### config.mk
export PLATFORM = sky130hd
export DESIGN_NAME = mem_sram_ctrl_flat
export DESIGN_NICKNAME = d
export VERILOG_FILES = /design/src/rtl/mem_sram_ctrl_if.sv /design/src/rtl/mem_sram_ctrl.sv /design/src/flat_wrapper.sv
export SDC_FILE = /design/constraint.sdc
export NUM_CORES = 1
export LEC_CHECK = 0
export ABC_CLOCK_PERIOD_IN_PS = 3200
export BUFFER_PORTS_ARGS = -buffer_cell sky130_fd_sc_hd__buf_2
export CAP_MARGIN = 5
export CELL_PAD_IN_SITES_DETAIL_PLACEMENT = 0
export CELL_PAD_IN_SITES_GLOBAL_PLACEMENT = 1
export CORE_AREA = 2 2 115 117
export CTS_CLUSTER_DIAMETER = 50
export DETAILED_ROUTE_END_ITERATION = 10
export DIE_AREA = 0 0 117 119
export GPL_TIMING_DRIVEN = 0
export PLACE_DENSITY = 0.89
export SETUP_SLACK_MARGIN = 0.4
export SYNTH_ARGS = -nofsm -noshare
export SYNTH_HDL_FRONTEND = slang
export SYNTH_SLANG_ARGS = --single-unit
### constraint.sdc
create_clock -name clk -period 3.2 [get_ports clk]
set_clock_uncertainty 0.1 [all_clocks]
set_input_delay 0 -clock clk [delete_from_list [all_inputs] [get_ports clk]]
set_output_delay 0 -clock clk [all_outputs]
set_load 0.05 [all_outputs]
### src/rtl/mem_sram_ctrl_if.sv
// mem_sram_ctrl_if
//   Bundles the MEM-stage pipeline side and the external 16-bit SRAM side of
//   the data-memory controller.
//   slave  : the controller (mem_sram_ctrl).
//   master : its environment, meaning the EXE->MEM register, the MEM->WB
//            register and the SRAM data bus. The SRAM read data therefore
//            originates on the master side.
//   Signals:
//     rd_en, wr_en        load / store request
//     address             32-bit byte address
//     write_data          32-bit store data
//     read_data           32-bit load result
//     ready               0 = freeze the pipeline
//     sram_addr           SRAM half-word address
//     sram_dq_o/_i/_oe    SRAM data out / data in / output enable
//     sram_we_n           SRAM write enable, active-low
interface mem_sram_ctrl_if #(
    parameter int unsigned SRAM_AW = 18
);
    logic               rd_en;
    logic               wr_en;
    logic [31:0]        address;
    logic [31:0]        write_data;
    logic [31:0]        read_data;
    logic               ready;
    logic [SRAM_AW-1:0] sram_addr;
    logic [15:0]        sram_dq_o;
    logic [15:0]        sram_dq_i;
    logic               sram_dq_oe;
    logic               sram_we_n;

    modport master (
        output rd_en, wr_en, address, write_data, sram_dq_i,
        input  read_data, ready, sram_addr, sram_dq_o, sram_dq_oe, sram_we_n
    );

    modport slave (
        input  rd_en, wr_en, address, write_data, sram_dq_i,
        output read_data, ready, sram_addr, sram_dq_o, sram_dq_oe, sram_we_n
    );
endinterface

### src/rtl/mem_sram_ctrl.sv
// mem_sram_ctrl
//   MEM-stage data-memory controller. Turns one 32-bit load/store from the
//   EXE->MEM register into two 16-bit accesses (low half, then high half) on
//   an external SRAM, holding 'ready' low until the access finishes.
//   Ports:
//     clk   clock, rising edge
//     rst   synchronous reset, active-high
//     bus   mem_sram_ctrl_if.slave: pipeline request/response plus SRAM pins
//   Parameters:
//     ADDR_BASE  byte address mapped to SRAM word 0
//     SRAM_AW    SRAM half-word address width
//     WAIT_CYC   extra wait cycles per half-word phase
module mem_sram_ctrl #(
    parameter logic [31:0] ADDR_BASE = 32'd1024,
    parameter int unsigned SRAM_AW   = 18,
    parameter int unsigned WAIT_CYC  = 1
) (
    input  logic           clk,
    input  logic           rst,
    mem_sram_ctrl_if.slave bus
);

    localparam int unsigned    CW       = (WAIT_CYC > 0) ? $clog2(WAIT_CYC + 1) : 1;
    localparam logic [CW-1:0]  CNT_LAST = CW'(WAIT_CYC);
    localparam int unsigned    WW       = SRAM_AW - 1;

    typedef enum logic [1:0] {
        IDLE,
        LO,
        HI,
        DONE
    } state_t;

    state_t             state_q, state_d;
    logic [CW-1:0]      cnt_q, cnt_d;

    // Request captured on the IDLE->LO edge
    logic               op_wr_q;
    logic [WW-1:0]      word_q;
    logic [31:0]        data_q;

    logic [31:0]        offset;
    logic               req;
    logic               phase_last;
    logic               latch;

    logic               eff_wr;
    logic [WW-1:0]      eff_word;
    logic [31:0]        eff_data;

    logic [SRAM_AW-1:0] sram_addr_d, sram_addr_q;
    logic [15:0]        sram_dq_o_d, sram_dq_o_q;
    logic               sram_we_n_d, sram_we_n_q;
    logic               sram_dq_oe_d, sram_dq_oe_q;
    logic [31:0]        read_data_q;

    // Only the word index of the offset is meaningful; the byte lane bits
    // and the bits above the SRAM range are deliberately ignored.
    logic               unused_offset_bits;

    assign offset     = bus.address - ADDR_BASE;
    assign req        = bus.rd_en | bus.wr_en;
    assign phase_last = (cnt_q == CNT_LAST);
    assign latch      = (state_q == IDLE) && req;

    assign unused_offset_bits = ^{offset[31:SRAM_AW+1], offset[1:0]};

    // Next state and phase counter; the counter clears on every state change
    always_comb begin
        state_d = state_q;
        cnt_d   = '0;
        unique case (state_q)
            IDLE: begin
                if (req) begin
                    state_d = LO;
                end
            end
            LO: begin
                if (phase_last) begin
                    state_d = HI;
                end else begin
                    cnt_d = cnt_q + 1'b1;
                end
            end
            HI: begin
                if (phase_last) begin
                    state_d = DONE;
                end else begin
                    cnt_d = cnt_q + 1'b1;
                end
            end
            DONE: begin
                state_d = IDLE;
            end
            default: begin
                state_d = IDLE;
            end
        endcase
    end

    // The SRAM pins are registered from the next state, so the first LO cycle
    // must already see the request; on the latch edge the live inputs are
    // used, afterwards the captured copy.
    always_comb begin
        eff_wr   = latch ? bus.wr_en : op_wr_q;
        eff_word = latch ? offset[SRAM_AW:2] : word_q;
        eff_data = latch ? bus.write_data : data_q;

        sram_addr_d  = '0;
        sram_dq_o_d  = '0;
        sram_we_n_d  = 1'b1;
        sram_dq_oe_d = 1'b0;
        case (state_d)
            LO: begin
                sram_addr_d = {eff_word, 1'b0};
                if (eff_wr) begin
                    sram_we_n_d  = 1'b0;
                    sram_dq_oe_d = 1'b1;
                    sram_dq_o_d  = eff_data[15:0];
                end
            end
            HI: begin
                sram_addr_d = {eff_word, 1'b1};
                if (eff_wr) begin
                    sram_we_n_d  = 1'b0;
                    sram_dq_oe_d = 1'b1;
                    sram_dq_o_d  = eff_data[31:16];
                end
            end
            default: begin
            end
        endcase
    end

    always_ff @(posedge clk) begin
        if (rst) begin
            state_q      <= IDLE;
            cnt_q        <= '0;
            op_wr_q      <= 1'b0;
            word_q       <= '0;
            data_q       <= '0;
            sram_addr_q  <= '0;
            sram_dq_o_q  <= '0;
            sram_we_n_q  <= 1'b1;
            sram_dq_oe_q <= 1'b0;
            read_data_q  <= '0;
        end else begin
            state_q      <= state_d;
            cnt_q        <= cnt_d;
            sram_addr_q  <= sram_addr_d;
            sram_dq_o_q  <= sram_dq_o_d;
            sram_we_n_q  <= sram_we_n_d;
            sram_dq_oe_q <= sram_dq_oe_d;

            // A simultaneous rd_en/wr_en is treated as a store
            if (latch) begin
                op_wr_q <= bus.wr_en;
                word_q  <= offset[SRAM_AW:2];
                data_q  <= bus.write_data;
            end

            // Read data is sampled at the end of each phase's last cycle
            if (!op_wr_q && phase_last) begin
                if (state_q == LO) begin
                    read_data_q[15:0] <= bus.sram_dq_i;
                end
                if (state_q == HI) begin
                    read_data_q[31:16] <= bus.sram_dq_i;
                end
            end
        end
    end

    assign bus.ready      = ((state_q == IDLE) && !req) || (state_q == DONE);
    assign bus.read_data  = read_data_q;
    assign bus.sram_addr  = sram_addr_q;
    assign bus.sram_dq_o  = sram_dq_o_q;
    assign bus.sram_we_n  = sram_we_n_q;
    assign bus.sram_dq_oe = sram_dq_oe_q;

endmodule

### src/flat_wrapper.sv
// flat-port wrapper written by rule: the top's interface ports become plain ports
module mem_sram_ctrl_flat 
#(
    parameter logic [31:0] ADDR_BASE = 32'd1024,
    parameter int unsigned SRAM_AW   = 18,
    parameter int unsigned WAIT_CYC  = 1
)
  (clk, rst, bus_rd_en, bus_wr_en, bus_address, bus_write_data, bus_sram_dq_i, bus_read_data, bus_ready, bus_sram_addr, bus_sram_dq_o, bus_sram_dq_oe, bus_sram_we_n);
  mem_sram_ctrl_if #(.SRAM_AW(SRAM_AW)) bus_i ();
  input  logic clk;
  input  logic rst;
  input wire logic [$bits(bus_i.rd_en)-1:0] bus_rd_en;
  input wire logic [$bits(bus_i.wr_en)-1:0] bus_wr_en;
  input wire logic [$bits(bus_i.address)-1:0] bus_address;
  input wire logic [$bits(bus_i.write_data)-1:0] bus_write_data;
  input wire logic [$bits(bus_i.sram_dq_i)-1:0] bus_sram_dq_i;
  output wire logic [$bits(bus_i.read_data)-1:0] bus_read_data;
  output wire logic [$bits(bus_i.ready)-1:0] bus_ready;
  output wire logic [$bits(bus_i.sram_addr)-1:0] bus_sram_addr;
  output wire logic [$bits(bus_i.sram_dq_o)-1:0] bus_sram_dq_o;
  output wire logic [$bits(bus_i.sram_dq_oe)-1:0] bus_sram_dq_oe;
  output wire logic [$bits(bus_i.sram_we_n)-1:0] bus_sram_we_n;
  assign bus_i.rd_en = bus_rd_en;
  assign bus_i.wr_en = bus_wr_en;
  assign bus_i.address = bus_address;
  assign bus_i.write_data = bus_write_data;
  assign bus_i.sram_dq_i = bus_sram_dq_i;
  assign bus_read_data = bus_i.read_data;
  assign bus_ready = bus_i.ready;
  assign bus_sram_addr = bus_i.sram_addr;
  assign bus_sram_dq_o = bus_i.sram_dq_o;
  assign bus_sram_dq_oe = bus_i.sram_dq_oe;
  assign bus_sram_we_n = bus_i.sram_we_n;
  mem_sram_ctrl #(.ADDR_BASE(ADDR_BASE), .SRAM_AW(SRAM_AW), .WAIT_CYC(WAIT_CYC)) u_core (.clk(clk), .rst(rst), .bus(bus_i));
endmodule
==> flow_metrics.py <==
metrics = {
    "synth": {
        "yosysSeqAreaShare_pct": 53.7,
        "synthDistinctLibCells": 36,
        "synth_edf_count": 0,
        "synth_flop_cell": "dfxtp_1",
        "synth_top_family_by_area": "simple AND/OR/NAND/NOR gates",
        "synthMuxAreaShare_pct": 1.78,
        "syn_area_per_cell_sq_um": 8.52,
        "yosysWarnings": 0,
        "yosys.area_share.simple_pct": 20.8,
        "synth_fp_nets": 622,
        "synthCells": 529,
        "ys_ff_latch": 121,
        "synth-xor-area-share_pct": 0.971,
        "synth-compound-area-share_pct": 16.1,
        "synthArstFlopShare_pct": 0,
        "syn_area_sq_um": 4510,
        "synth_fa_ha_area_share_pct": 2.50,
    },
    "route": {
        "first_pass_iters": 4,
        "wl_per_cell_microns": 14.0,
        "vias": 4426,
        "drcViolationCount": 0,
        "viasPerCell": 4.69,
        "drtIter0Drc": 181,
        "drt_wl_total_microns": 13200,
        "final_antenna_net_count": 0,
    },
    "sta": {
        "hold_viol_final": 0,
        "relSlewSlack_pct": 62.5,
        "final-max-slew-violation-count": 0,
        "setup_ws_ps": 619,
        "finalCritPeriodShare_pct": 80.6,
        "tightest_slew_ps": 563,
        "fmax_mhz": 388,
        "finalSetupViolations": 0,
        "rsz0062_at_grt": "false",
        "setup_tns_ps": 0,
        "period_needed_ps": 2580,
    },
    "status": {
        "status": "completed",
    },
    "pwr": {
        "power_mw": 6.25,
        "p_leak_nw": 2.90,
        "power_density_nw_per_um2": 929,
        "ir_worst_vdd_v": 0.000507,
    },
    "die": {
        "io_pins": 153,
        "core_region_area_sq_um": 12900,
        "die-area_sq_um": 13900,
        "rows": 42,
        "start_util_pct": 35.0,
        "die_h_microns": 119,
        "fp.dieW_microns": 117,
    },
    "critical_path": {
        "r2r_start": "u_core.state_q[0]",
        "crit_fanout": 10,
        "cp.required_ps": 3430,
        "critPathCaptureType": "flop",
        "crit_path_start": "u_core.state_q[0]",
        "crit_type": "reg2reg",
        "cp_slowest_cell": "o32ai_2",
        "crit_top_cell": "buf_2",
        "crit_family": "buffers and inverters",
        "start_kind": "flop",
        "max_stage_delay_ps": 380,
        "cp.arrival_ps": 2810,
        "crit_chain": "inv_1 -> ha_1 -> buf_2 -> o32ai_2 -> ha_2 -> nor2_1 -> nand2b_1 -> buf_2 -> buf_2 -> a31oi_1",
        "cp_num_buf_inv": 4,
    },
    "place": {
        "preCtsSetupSlack_ps": 76.2,
        "dp.cells": 841,
        "place_area_sq_um": 5410,
        "post-dp-hpwl_microns": 8940,
        "gp_congestion": 0.813,
        "port-buffer-count": 136,
    },
    "cells_and_area": {
        "final_layout_size_suffix_gt1_share_pct": 25.4,
        "syn_to_final_growth_pct": 49.3,
        "fin_cells": 943,
        "diodes": 0,
        "layout.nets": 847,
        "fin_area_sq_um": 6730,
    },
    "global_routing": {
        "grt_max_degree": 17,
        "grt_antenna_before_repair": 0,
        "grt.total_usage_pct": 19.7,
        "gr-total-overflow": 0,
        "grt_pass1_wl_microns": 21000,
        "grt_pass1_vias": 4494,
    },
    "worst_hold_path": {
        "min_from": "bus_rd_en",
        "hold_path.class": "in2reg",
    },
    "clock_tree": {
        "cts.clk_slew.worst_paths_ps": 50,
        "clockBufferDepth": 2,
        "cts_made_buffers": 17,
        "cts_sinks": 121,
        "clkLatencyLatePin_ps": 420,
        "cts_tree": "built",
        "cts_max_level": 4,
        "root_buffer": "clkbuf_16",
    },
    "flow_run": {
        "cap_violations": 0,
    },
}
## where the power goes
part	total (mW)	internal [mW]	leakage, nW	switching (mW)
clock network	1.94	1.28	0.294	0.656
registers	1.94	1.83	0.988	0.118
logic	2.37	0.723	1.62	1.65
## worst paths after layout
| kind | cells after the start | to | slack, ps |
|---|---|---|---|
| max | 10 | u_core.bus.sram_dq_o[15] | 620 |
| min | 5 | u_core.state_q[1] | 9 |
| max reg2reg | 10 | u_core.bus.sram_dq_o[15] | 620 |
| min reg2reg | 2 | u_core.bus.read_data[10] | 350 |
## worst reg2reg max path: cells and delay by family (launching register included)
family / cells / cell delay [ps]
buffers and inverters: 4 / 670
AOI/OAI and AO/OA: 2 / 570
adders and majority gates: 2 / 550
DFF: 1 / 360
and+or+nand+nor: 2 / 240
## area by class of cell
type | count | area (sq um)
clock inverter | 8 | 118
fill | 1195 | 6140
timing repair buffer | 206 | 1380
buffer | 38 | 163
tap | 176 | 220
inverter | 7 | 26.3
multi-input combinational | 363 | 1920
sequential | 121 | 2420
clock buffer | 24 | 482
## cell usage in the layout (no fill, tap or decap), types with 13 or more instances in the layout
cell and count:
a21bo_1 13, a21oi_1 68, a31oi_1 15, buf_2 150, clkbuf_1 24, clkbuf_16 17
dfxtp_1 119, dlygate4sd3_1 68, nand2_1 132, nand3_1 33, nor2_1 41
## kinds of logic (layout without fill, tap and decap cells)
kind of cell | Yosys count | in the layout
AND/OR/NAND/NOR | 223 | 223
flip-flops | 121 | 121
AO/OA/AOI/OAI | 118 | 118
buffers and inverters | 45 | 283
adder cells (fa/ha/maj) | 9 | 9
multiplexers | 8 | 8
XOR/XNOR | 5 | 5
## routing by layer
metal	track usage [%]	vias to the layer above	wire length, microns
li1	-	2215	-
met1	22.2	2043	5400
met2	33.7	147	6510
met3	6.92	21	1020
met4	7.79	0	278
met5	0	-	0
## flip-flops by register name, indices dropped and copies added, names as in the netlist
signal and flops:
u_core.bus.sram_addr 18, u_core.bus.sram_dq_o 16, u_core.bus.sram_we_n 1, u_core.cnt_q 1, u_core.word_q 17, u_core.bus.sram_dq_oe 1, u_core.state_q 2, u_core.bus.read_data 32
u_core.op_wr_q 1, u_core.data_q 32
## stage by stage
step | utilization [%] | hold WS [ps]
4_1_cts | 52.1 | 11.5
6_report | 52.3 | 8.90
3_5_place_dp | 42.0 | 160
2_1_floorplan | - | 36.0
3_3_place_gp | 42.0 | 156
5_1_grt | 52.3 | 49.4
## synthesized netlist by cell type, drive strengths merged (2+ instances only)
| cell | instances | area, sq um |
|---|---|---|
| a211oi | 7 | 52.6 |
| a21bo | 16 | 160 |
| a21oi | 68 | 340 |
| a31oi | 16 | 100 |
| and2 | 2 | 12.5 |
| buf | 16 | 77.6 |
| clkbuf | 22 | 82.6 |
| dfxtp | 121 | 2420 |
| ha | 9 | 113 |
| inv | 7 | 26.3 |
| mux2i | 8 | 80.1 |
| nand2 | 132 | 495 |
| nand3 | 33 | 165 |
| nor2 | 42 | 160 |
| nor2b | 4 | 32.5 |
| nor3 | 5 | 25.0 |
| nor3b | 2 | 20.0 |
| o21ai | 4 | 20.0 |
| xnor2 | 3 | 26.3 |
| xor2 | 2 | 17.5 |
## timing repair
action / CTS / global route
buffers inserted: 0 / 2
hold endpoints to repair: 111 / 0
hold buffers: 68 / 0
gates resized for setup: 3 / 7
pin swaps: 0 / 1
setup endpoints to repair: 19 / 19
Note: power is estimated with default switching activity, not from simulation.
